### config.mk
export PLATFORM = sky130hd
export DESIGN_NAME = sequenciador_de_comando_flat
export DESIGN_NICKNAME = d
export VERILOG_FILES = /design/src/rtl/sequenciador_de_comando_if.sv /design/src/rtl/sequenciador_de_comando.sv /design/src/flat_wrapper.sv
export SDC_FILE = /design/constraint.sdc
export NUM_CORES = 1
export LEC_CHECK = 0
export ABC_CLOCK_PERIOD_IN_PS = 1600
export CORE_ASPECT_RATIO = 0.7
export CORE_MARGIN = 5
export CORE_UTILIZATION = 40
export DETAILED_ROUTE_END_ITERATION = 10
export PLACE_DENSITY = 0.76
export SKIP_CTS_REPAIR_TIMING = 1
export SYNTH_ARGS = -nofsm -noshare
export SYNTH_HDL_FRONTEND = slang
export SYNTH_SLANG_ARGS = --single-unit
### constraint.sdc
create_clock -name clk_i -period 1.6 [get_ports clk_i]
set_input_delay 0.24 -clock clk_i [delete_from_list [all_inputs] [get_ports clk_i]]
set_output_delay 0.24 -clock clk_i [all_outputs]
set_load 0.02 [all_outputs]
### src/rtl/sequenciador_de_comando_if.sv
// Operand-in and result-out valid/ready channels of the command sequencer.
interface sequenciador_de_comando_if #(
  parameter int W  = 8,
  parameter int RW = 16
);
  logic          in_valid;
  logic          in_ready;
  logic [W-1:0]  in_x;
  logic          out_valid;
  logic          out_ready;
  logic [RW-1:0] out_result;

  modport master (
    output in_valid, in_x, out_ready,
    input  in_ready, out_valid, out_result
  );

  modport slave (
    input  in_valid, in_x, out_ready,
    output in_ready, out_valid, out_result
  );
endinterface

### src/rtl/sequenciador_de_comando.sv
// Command sequencer: takes one operand, starts the control block, waits for
// its done pulse (or a timeout) and hands the result downstream.
//
// state | meaning
// IDLE  | ready for a new operand
// ARM   | operand latched, waiting for control block idle (ctl_comecou)
// RUN   | start pulsed, timing the wait for ctl_pronto
// HOLD  | result presented, waiting for downstream acceptance
module sequenciador_de_comando #(
  parameter int W       = 8,
  parameter int RW      = 16,
  parameter int TIMEOUT = 32,
  parameter int TW      = 6,
  parameter int CW      = 8
) (
  input  logic                    clk_i,
  input  logic                    reset_i,
  sequenciador_de_comando_if.slave bus_io,
  output logic [W-1:0]            dp_x_o,
  input  logic                    ctl_comecou_i,
  input  logic                    ctl_pronto_i,
  output logic                    ctl_inicio_o,
  input  logic [RW-1:0]           dp_result_i,
  output logic                    erro_o,
  output logic                    busy_o,
  output logic [CW-1:0]           job_count_o
);

  typedef enum logic [1:0] {IDLE, ARM, RUN, HOLD} state_t;

  localparam logic [TW-1:0] TIMER_LAST = TW'(TIMEOUT - 1);

  state_t        state_q, state_d;
  logic [W-1:0]  dp_x_q, dp_x_d;
  logic [RW-1:0] out_result_q, out_result_d;
  logic          out_valid_q, out_valid_d;
  logic          ctl_inicio_q, ctl_inicio_d;
  logic          erro_q, erro_d;
  logic [CW-1:0] job_count_q, job_count_d;
  logic [TW-1:0] timer_q, timer_d;

  always_ff @(posedge clk_i) begin
    if (!reset_i) begin
      state_q      <= IDLE;
      dp_x_q       <= '0;
      out_result_q <= '0;
      out_valid_q  <= 1'b0;
      ctl_inicio_q <= 1'b0;
      erro_q       <= 1'b0;
      job_count_q  <= '0;
      timer_q      <= '0;
    end else begin
      state_q      <= state_d;
      dp_x_q       <= dp_x_d;
      out_result_q <= out_result_d;
      out_valid_q  <= out_valid_d;
      ctl_inicio_q <= ctl_inicio_d;
      erro_q       <= erro_d;
      job_count_q  <= job_count_d;
      timer_q      <= timer_d;
    end
  end

  always_comb begin
    state_d      = state_q;
    dp_x_d       = dp_x_q;
    out_result_d = out_result_q;
    out_valid_d  = out_valid_q;
    ctl_inicio_d = 1'b0;
    erro_d       = erro_q;
    job_count_d  = job_count_q;
    timer_d      = timer_q;

    case (state_q)
      IDLE: begin
        if (bus_io.in_valid) begin
          dp_x_d  = bus_io.in_x;
          erro_d  = 1'b0;
          state_d = ARM;
        end
      end
      ARM: begin
        if (ctl_comecou_i) begin
          ctl_inicio_d = 1'b1;
          timer_d      = '0;
          state_d      = RUN;
        end
      end
      RUN: begin
        timer_d = timer_q + 1'b1;
        // A done pulse in the last timed cycle still counts as success.
        if (ctl_pronto_i) begin
          out_result_d = dp_result_i;
          out_valid_d  = 1'b1;
          job_count_d  = job_count_q + 1'b1;
          state_d      = HOLD;
        end else if (timer_q == TIMER_LAST) begin
          erro_d  = 1'b1;
          state_d = IDLE;
        end
      end
      HOLD: begin
        if (bus_io.out_ready) begin
          out_valid_d = 1'b0;
          state_d     = IDLE;
        end
      end
      default: state_d = IDLE;
    endcase
  end

  assign bus_io.in_ready   = (state_q == IDLE);
  assign bus_io.out_valid  = out_valid_q;
  assign bus_io.out_result = out_result_q;
  assign dp_x_o            = dp_x_q;
  assign ctl_inicio_o      = ctl_inicio_q;
  assign erro_o            = erro_q;
  assign busy_o            = (state_q != IDLE);
  assign job_count_o       = job_count_q;

endmodule

### src/flat_wrapper.sv
// flat-port wrapper written by rule: the top's interface ports become plain ports
module sequenciador_de_comando_flat 
#(
  parameter int W       = 8,
  parameter int RW      = 16,
  parameter int TIMEOUT = 32,
  parameter int TW      = 6,
  parameter int CW      = 8
)
  (clk_i, reset_i, dp_x_o, ctl_comecou_i, ctl_pronto_i, ctl_inicio_o, dp_result_i, erro_o, busy_o, job_count_o, bus_io_in_valid, bus_io_in_x, bus_io_out_ready, bus_io_in_ready, bus_io_out_valid, bus_io_out_result);
  sequenciador_de_comando_if #(.W(W), .RW(RW)) bus_io_i ();
  input  logic clk_i;
  input  logic reset_i;
  output logic [W-1:0] dp_x_o;
  input  logic ctl_comecou_i;
  input  logic ctl_pronto_i;
  output logic ctl_inicio_o;
  input  logic [RW-1:0] dp_result_i;
  output logic erro_o;
  output logic busy_o;
  output logic [CW-1:0] job_count_o;
  input wire logic [$bits(bus_io_i.in_valid)-1:0] bus_io_in_valid;
  input wire logic [$bits(bus_io_i.in_x)-1:0] bus_io_in_x;
  input wire logic [$bits(bus_io_i.out_ready)-1:0] bus_io_out_ready;
  output wire logic [$bits(bus_io_i.in_ready)-1:0] bus_io_in_ready;
  output wire logic [$bits(bus_io_i.out_valid)-1:0] bus_io_out_valid;
  output wire logic [$bits(bus_io_i.out_result)-1:0] bus_io_out_result;
  assign bus_io_i.in_valid = bus_io_in_valid;
  assign bus_io_i.in_x = bus_io_in_x;
  assign bus_io_i.out_ready = bus_io_out_ready;
  assign bus_io_in_ready = bus_io_i.in_ready;
  assign bus_io_out_valid = bus_io_i.out_valid;
  assign bus_io_out_result = bus_io_i.out_result;
  sequenciador_de_comando #(.W(W), .RW(RW), .TIMEOUT(TIMEOUT), .TW(TW), .CW(CW)) u_core (.clk_i(clk_i), .reset_i(reset_i), .bus_io(bus_io_i), .dp_x_o(dp_x_o), .ctl_comecou_i(ctl_comecou_i), .ctl_pronto_i(ctl_pronto_i), .ctl_inicio_o(ctl_inicio_o), .dp_result_i(dp_result_i), .erro_o(erro_o), .busy_o(busy_o), .job_count_o(job_count_o));
endmodule
# Word level (Yosys, flattened, before mapping)
# Cells that the tools add are included.
[classes] n_mux=16 n_reduce_logical=12 eq_ne=11 add_sub_neg=2
[op_table] operator="6-bit one-hot mux with 2 select lines" n=1
[op_table] operator="2-bit 2-to-1 mux" n=5
[op_table] operator="2-bit inequality test, second input constant" n=5
[op_table] operator="8-bit by 1-bit adder with 8-bit output, second input constant" n=1
[op_table] operator="2-bit one-hot mux with 4 select lines" n=1
[op_table] operator="2-bit AND reduction" n=4
[op_table] operator="4-bit AND reduction" n=2
[op_table] operator="2-bit nonzero test" n=4
[op_table] operator="6-bit by 1-bit adder with 6-bit output, second input constant" n=1
[op_table] operator="6-bit by 5-bit equality test with 1-bit output, second input constant" n=1
[op_table] operator="1-bit 2-to-1 mux" n=6
[op_table] operator="6-bit 2-to-1 mux" n=1
[op_table] operator="2-bit equality test, second input constant" n=2
[op_table] operator="1-bit one-hot mux with 2 select lines" n=2
[op_table] operator="3-bit by 2-bit inequality test with 1-bit output, second input constant" n=1
[op_table] operator="3-bit AND reduction" n=1
[op_table] operator="2-bit by 1-bit equality test with 1-bit output, second input constant" n=1
[op_table] operator="2-bit logical NOT" n=1
[op_table] operator="2-bit by 1-bit inequality test with 1-bit output, second input constant" n=1
[totals] elab_cells=49 regBits=43

# Logic depth before layout (Yosys ltp)
# Gate-level depths: netlist of run 1.
[depth] ltp_word=4 mapped_depth=6 mapped_depth_nobuf=4

# Worst setup path after synthesis of run 1
# Ideal clock, no wire load.
[synth_timing] kind="register to register" startpoint="register u_core.job_count_q[0] (netlist: u_core.job_count_o[0])" endpoint="register u_core.job_count_q[4] (netlist: u_core.job_count_o[4])" arrival_ns=1.308 setup_time_ns=0.070 n_path_buf=0 synth_period_minus_slack_ns=1.379 setup_slack_ns=0.221 required_time_ns=1.530 stages_incl_launch_ff=5 path_cell_list="dfxtp_1 > ha_1 > nand4b_1 > or3_1 > a21oi_1"
[synth_via] elab_chain_len=1
[synth_lines] element="start: declaration" line_no="sequenciador_de_comando.sv:39" text="logic [CW-1:0] job_count_q, job_count_d;"
[synth_lines] element="start signal: assignment" line_no="sequenciador_de_comando.sv:59" text="job_count_q <= job_count_d;"
[synth_lines] element="8-bit by 1-bit adder with 8-bit output" line_no="sequenciador_de_comando.sv:95" text="job_count_d = job_count_q + 1'b1;"
# No other way between the ends.
# A chain may end at the register's enable or synchronous reset.

# Worst setup path in the final report of run 1
[layout_timing] startpoint="register u_core.job_count_q[1] (netlist: u_core.job_count_o[1])" endpoint="output job_count_o[1]"
[layout_lines] element="end: declaration" line_no="flat_wrapper.sv:21" text="output logic [CW-1:0] job_count_o;"
# No word-level cell between the ends.

==> results of run 1 <==
[per-layer routing]
metal  vias up  track usage (%)  wire, um
met4         0             7.36        79
met3         7             3.76       240
met5         -                0         0
li1        837                -         -
met1       776             21.8      2100
met2        45             26.1      2170
[final timing paths]
kind	startpoint	to	slack [ps]	cells after the start
worst max-delay path	u_core.job_count_o[1]$_SDFFE_PN0P_	job_count_o[1]	60	1
worst min-delay path	u_core.bus_io.out_result[10]$_SDFFE_PN0P_	u_core.bus_io.out_result[10]$_SDFFE_PN0P_	460	2
worst max register to register	u_core.state_q[0]$_SDFFE_PN0P_	u_core.job_count_o[6]$_SDFFE_PN0P_	140	4
worst min register to register	u_core.bus_io.out_result[10]$_SDFFE_PN0P_	u_core.bus_io.out_result[10]$_SDFFE_PN0P_	460	2
[sequential cells by signal, summed over array words and instances, names as in the netlist]
| name | flops |
|---|---|
| u_core.erro_o | 1 |
| u_core.bus_io.out_valid | 1 |
| u_core.bus_io.out_result | 16 |
| u_core.job_count_o | 8 |
| u_core.timer_q | 6 |
| u_core.ctl_inicio_o | 1 |
| u_core.dp_x_o | 8 |
| u_core.state_q | 2 |
[tightest hold or removal path, cell delays in order, from the launching register on]
cell and delay [ps]:
dfxtp_1 310, nand2_1 50, a21oi_1 50
[Yosys cell counts (all sizes together) (2+ instances only)]
library cell	n	share of area, %
a211oi	2	0.86
or3	4	1.4
o211ai	3	1.3
nand4	4	1.4
nor2	14	3.0
and4	2	1.0
o21ai	4	1.2
clkbuf	5	1.1
mux2i	8	4.6
xor2	2	1.0
buf	8	2.8
nand4b	2	1.0
dfxtp	43	50
nand3	2	0.58
ha	2	1.4
or4	3	1.3
o31ai	3	1.3
inv	4	0.86
nand2	42	9.1
a21oi	30	8.6
nand3b	2	0.86
[cells by family after synthesis]
| logic type | count (synthesis) | synth area share (%) |
|---|---|---|
| AOI/OAI and AO/OA | 46 | 15.3 |
| muxes | 8 | 4.61 |
| adders and majority gates | 2 | 1.44 |
| and+or+nand+nor | 82 | 22.8 |
| DFF | 43 | 49.6 |
| xor gates and xnor gates | 3 | 1.51 |
| buffers and inverters | 17 | 4.76 |
[area by class of cell]
cell class / count / area, um^2
repair buffers: 76 / 778
multi-input cells: 141 / 798
inverters: 4 / 15.0
fillers: 386 / 1670
clock buffers: 6 / 72.6
flip-flops and latches: 43 / 861
well taps: 55 / 68.8
clock inverters: 2 / 12.5
[per-stage QoR]
stage	setup TNS [ps]	hold WS (ps)	total power [W]	std cells	instance area, um^2
detailed placement	-32.2	448	0.00154	319	2500
global route	0	480	0.00228	327	2610
finish	0	456	0.00217	327	2610
global placement	0	441	0.00153	319	2500
floorplan	0	376	0.00135	201	1740
CTS	-301	459	0.00221	327	2590
[cells in the final DEF (no fill, tap or decap), drive strengths merged, types with 2 or more instances in the layout]
cell type and n:
nor2 14, mux2i 8, xor2 2, o31ai 3, o21ai 4, nand3 2, nand4 4, ha 2
or4 3, nand3b 2, o211ai 3, buf 10, clkbuf 6, nand4b 2, dfxtp 43, clkdlybuf4s50 59
dlymetal6s2s 7, inv 4, a211oi 2, a21oi 30, and4 2, nand2 42, or3 4
[where the power goes]
group          switching, W  internal [W]  total [W]  leakage (nW)
clock              0.000357      0.000305   0.000662        0.0412
sequential        0.0000221       0.00111    0.00113         0.349
combinational      0.000182      0.000201   0.000383         0.630
total              0.000561       0.00161    0.00217          1.02
==> results.md, run 1 <==
* Initial antenna violation count at 0
* Vias in the first global route at 1571
* Initial Util at 40.6%
* Reg clk slew, reported paths at 80 ps
* Number of max-cap violations at 0
* YS warnings at 0
* Worst skew pair latency at 290 ps
* Via count at 1665
* Kind of launch point of the worst setup path: flip-flop
* GP Congestion at 0.837
* Fin. max-slew vios at 0
* DR iter-0 viols at around 110
* Total core area at between 4000 and 5000 um^2
* Fin nets at 303
* Number of flops mapped to enable cells by yosys at 0
* Number of vias per cell at just over 5
* WS Path Type: reg -> out
* Minimum clock period at 1540 ps
* Post-layout util at 60.9%
* PnR worst setup slack at 63.7 ps
* DIE AREA at 5780 um^2
* Boundary Pins at 67
* Mean Syn Cell Area at 8.64 um^2
* Least-Margin Pin Slew at 333 ps
* Sink Count at 43
* Arrival time of the worst setup path at 1300 ps
* Unrepaired setup endpoints after global routing: no
* Synthesized net count at ~230
* Cell family with most CP delay: buffers and inverters
* Routed Antenna Nets at 0
* F_max at roughly 0.65 GHz
* Hold crit path type: reg -> reg
* Drt pass-1 iters at 4
* Worst slew margin at 77.5%
* Clock root buffer: clkbuf_8
* CP max stage cell: clkdlybuf4s50_1
* P&R area growth vs syn at 50.1%
* DRC viols at 0
* Number of synthesized register bits at 43
* DIE HEIGHT at approximately 65 um
* Final Hold Viols at 0
* Tot GR Track Use at between 10% and 20%
* CTS tree: done
* Layout cells sized above 1 at around 7%
* Main synth FF type: dfxtp_1
* Tcrit/Tclk final at between 90 and 100%
* Ant diodes at 0
* Crit-path cells: clkdlybuf4s50_1
* DR WL/cell at 14.0 um
* CTS buffer count at 5
* First-pass GRT wire length at roughly 7500 um
* Async SR Flop Fraction at 0%
* Clock Skew at about 4.8 ps
* Mapped Area at 1740 um^2
* CP max FO at 4
* Die Width at a little under 90 um
* H-tree levels at 2
* Mapped Cells at 201
* Leakage at 1.02 nW
* Final setup fails at 0
* CP peak stage delay at around 630 ps
* CP Buf/Inv Count at 1
* Outcome: finished clean
* Post-Route WL at 4590 um
* Worst setup EP type: output port
* Critical path required time at 1360 ps
* Post-synthesis sequential area ratio at 49.6%
* Std-Cell Rows at 20
* Pwr/cell area at 834 nW/um^2
* VDD IR max at 0.457 mV
* Synth cell types at 35
* Clk buf depth at 2
* Worst slack at placement at -32.2 ps
* Port-buffer cells at 66
* GR Overflow Total at 0
* Largest net degree at the start of global routing at 26
* HPWL after DPL at 3330 um
No activity file was read; power rests on OpenSTA's default activity.
==> inputs of run 2 (changes only) <==
CAP_MARGIN = 20   (was unset)
GPL_TIMING_DRIVEN = 0   (was unset)
==> run 2 against run 1 <==
Compared with the run above:
- routed wire length decreased by 5.1%
- sequential share of layout area increased by 0.47 points
- setup slack got worse by 8.8 ps
- sequential cell count unchanged
- clock skew increased by 0.91 ps
- global-route usage decreased by 0.36 points
- die area unchanged
- critical path type unchanged
- highest routed layer unchanged
==> results.md, run 2 (synthesis results as in run 1) <==
* Outcome: finished clean
* DIE HEIGHT at 65.1 um (unchanged)
* Ant diodes at 0 (unchanged)
* Tot GR Track Use at 16.3% (-0.36 points)
* Commonest non-fill, non-tap cell in the layout: clkdlybuf4s50_1
* Pwr/cell area at 909 nW/um^2 (+9.0%)
* Critical path required time at 1360 ps (about the same)
* Worst setup EP type: output port
* Crit-path cells: clkdlybuf4s50_1
* Worst skew pair latency at 290 ps (about the same)
* Initial antenna violation count at 0 (unchanged)
* Final Hold Viols at 0 (unchanged)
* Final setup fails at 0 (unchanged)
* DR WL/cell at 13.3 um (-5.3%)
* Cell family with most CP delay: buffers and inverters
* Routed Antenna Nets at 0 (unchanged)
* Boundary Pins at 67 (unchanged)
* CP Buf/Inv Count at 1 (unchanged)
* CP max stage cell: clkdlybuf4s50_1
* Hold EP: u_core.state_q[0]$_SDFFE_PN0P_
* Hold crit path type: in -> reg
* Clock root buffer: clkbuf_8
* Total core area at 4280 um^2 (unchanged)
* DR iter-0 viols at 62 (-42%)
* Worst slew margin at 55.4% (-22 points)
* GP Congestion at 0.791 (-5.5%)
* Leakage at 1.00 nW (-1.7%)
* DIE AREA at 5780 um^2 (unchanged)
* Reg2reg end: u_core.job_count_o[4]$_SDFFE_PN0P_
* Most frequent cells in the layout: clkdlybuf4s50_1 (58), nand2_1 (42), dfxtp_1 (42)
* Worst slack at placement at -104 ps (-72.0 ps)
* First-pass GRT wire length at 7280 um (-2.5%)
* GR Overflow Total at 0 (unchanged)
* Largest net degree at the start of global routing at 15 (-42%)
* Fin nets at 304 (+0.33%)
* Arrival time of the worst setup path at 1310 ps (about the same)
* Via count at 1636 (-1.7%)
* Hold path start: ctl_pronto_i
* Sink Count at 43 (unchanged)
* P&R area growth vs syn at 48.2%
* Clock Skew at 5.69 ps (+0.908 ps)
* Post-Route WL at 4350 um (-5.1%)
* Reg clk slew, reported paths at 80 ps (about the same)
* DP Area at 2460 um^2 (-1.9%)
* CTS buffer count at 5 (unchanged)
* Die Width at 88.8 um (unchanged)
* Layout cells sized above 1 at 7.69% (+0.71 points)
* Number of vias per cell at 4.99 (-2.0%)
* F_max at 0.647 GHz (-0.57%)
* CP max FO at 4 (unchanged)
* VDD IR max at 0.487 mV (+6.5%)
* Setup slack, reg-to-reg at 180 ps (+40 ps)
* Port-buffer cells at 65 (-1.5%)
* PnR worst setup slack at 55.0 ps (-8.77 ps)
* Drt pass-1 iters at 4 (unchanged)
* H-tree levels at 2 (unchanged)
* Initial Util at 40.6% (unchanged)
* Fin. max-slew vios at 0 (unchanged)
* CP peak stage delay at 640 ps (about the same)
* Hold path depth at 3 (+1)
* Reg area at 862 um^2 (+0.15%)
* Std-Cell Rows at 20 (unchanged)
* DRC viols at 0 (unchanged)
* HPWL after DPL at 3210 um (-3.7%)
* Minimum clock period at 1550 ps (+8.77 ps)
* Unrepaired setup endpoints after global routing: no
* Area occupied by multi-input gates at 793 um^2 (-0.63%)
* Final instance area at 2570 um^2 (-1.2%)
* Fill cell count at 396 (+2.6%)
* Max reg flops at 16 (unchanged)
* Kind of launch point of the worst setup path: flip-flop
* Worst Hold Slack at 360 ps (-95.6 ps)
* WS Path Type: reg -> out
* Tcrit/Tclk final at 96.6% (+0.55 points)
* Number of max-cap violations at 0 (unchanged)
* CTS tree: done
* Least-Margin Pin Slew at 667 ps (+334 ps)
* Cells on worst reg2reg path at 4 (unchanged)
* Vias in the first global route at 1544 (-1.7%)
* RR Startpoint: u_core.job_count_o[0]$_SDFFE_PN0P_
* Clk buf depth at 2 (unchanged)
-- run 2: cell types whose count changed in the layout (fill, tap and decap cells not counted), sizes merged --
cell,previous run,this run
buf,10,8
bufinv,0,1
clkbuf,6,11
clkdlybuf4s50,59,58
clkinv,1,2
clkinvlp,1,0
dlymetal6s2s,7,5
-- run 2: worst register-to-register path: cells and delay by family (launching register included) --
family / cells / cell delay (ps)
simple gates: 2 / 640
flops: 1 / 410
fa+ha+maj: 1 / 170
compound gates: 1 / 140
-- run 2: power breakdown --
| group | switching (W) | internal (W) |
|---|---|---|
| combinational | 0.000180 | 0.000185 |
| clock | 0.000378 | 0.000465 |
| sequential | 0.0000236 | 0.00111 |
-- run 2: cell type report --
type	count	share of cell area [%]
Tap cell	55	2.67
Inverter	4	0.583
Multi-Input combinational cell	141	30.8
Clock inverter	3	1.70
Clock buffer	5	2.67
Buffer	12	2.67
Sequential cell	43	33.5
Timing Repair Buffer	65	25.4
-- run 2: worst max-delay path by stage --
| stage | start | depth (start not counted) | to | slack (ps) |
|---|---|---|---|---|
| after global placement | u_core.state_q[1]$_SDFFE_PN0P_ | 6 | bus_io_in_ready | -100 |
| after detailed placement | u_core.state_q[1]$_SDFFE_PN0P_ | 6 | bus_io_in_ready | -100 |
| after floorplan | u_core.job_count_o[0]$_SDFFE_PN0P_ | 4 | u_core.job_count_o[4]$_SDFFE_PN0P_ | 220 |
| final | u_core.job_count_o[1]$_SDFFE_PN0P_ | 1 | job_count_o[1] | 50 |
| after CTS | u_core.state_q[1]$_SDFFE_PN0P_ | 6 | bus_io_in_ready | -440 |
| after global routing | u_core.state_q[1]$_SDFFE_PN0P_ | 6 | bus_io_in_ready | 0.6 |
-- run 2: per-stage QoR --
step	setup TNS [ps]	power (W)	utilization [%]	instances
after floorplan	0	0.00135	-	201
after global placement	-181	0.00152	57.4	321
after global routing	0	0.00246	60.1	328
after CTS	-916	0.00237	60.0	329
final	0	0.00234	60.1	328
after detailed placement	-186	0.00153	57.4	321
-- run 2: routing by layer --
metal  part of all wire, %  GRT usage, %  up-vias
li1                      -             -      844
met1                    47          22.4      752
met2                    45          24.1       35
met3                   5.7          3.88        5
met4                   1.8          7.36        0
met5                     0             0        -
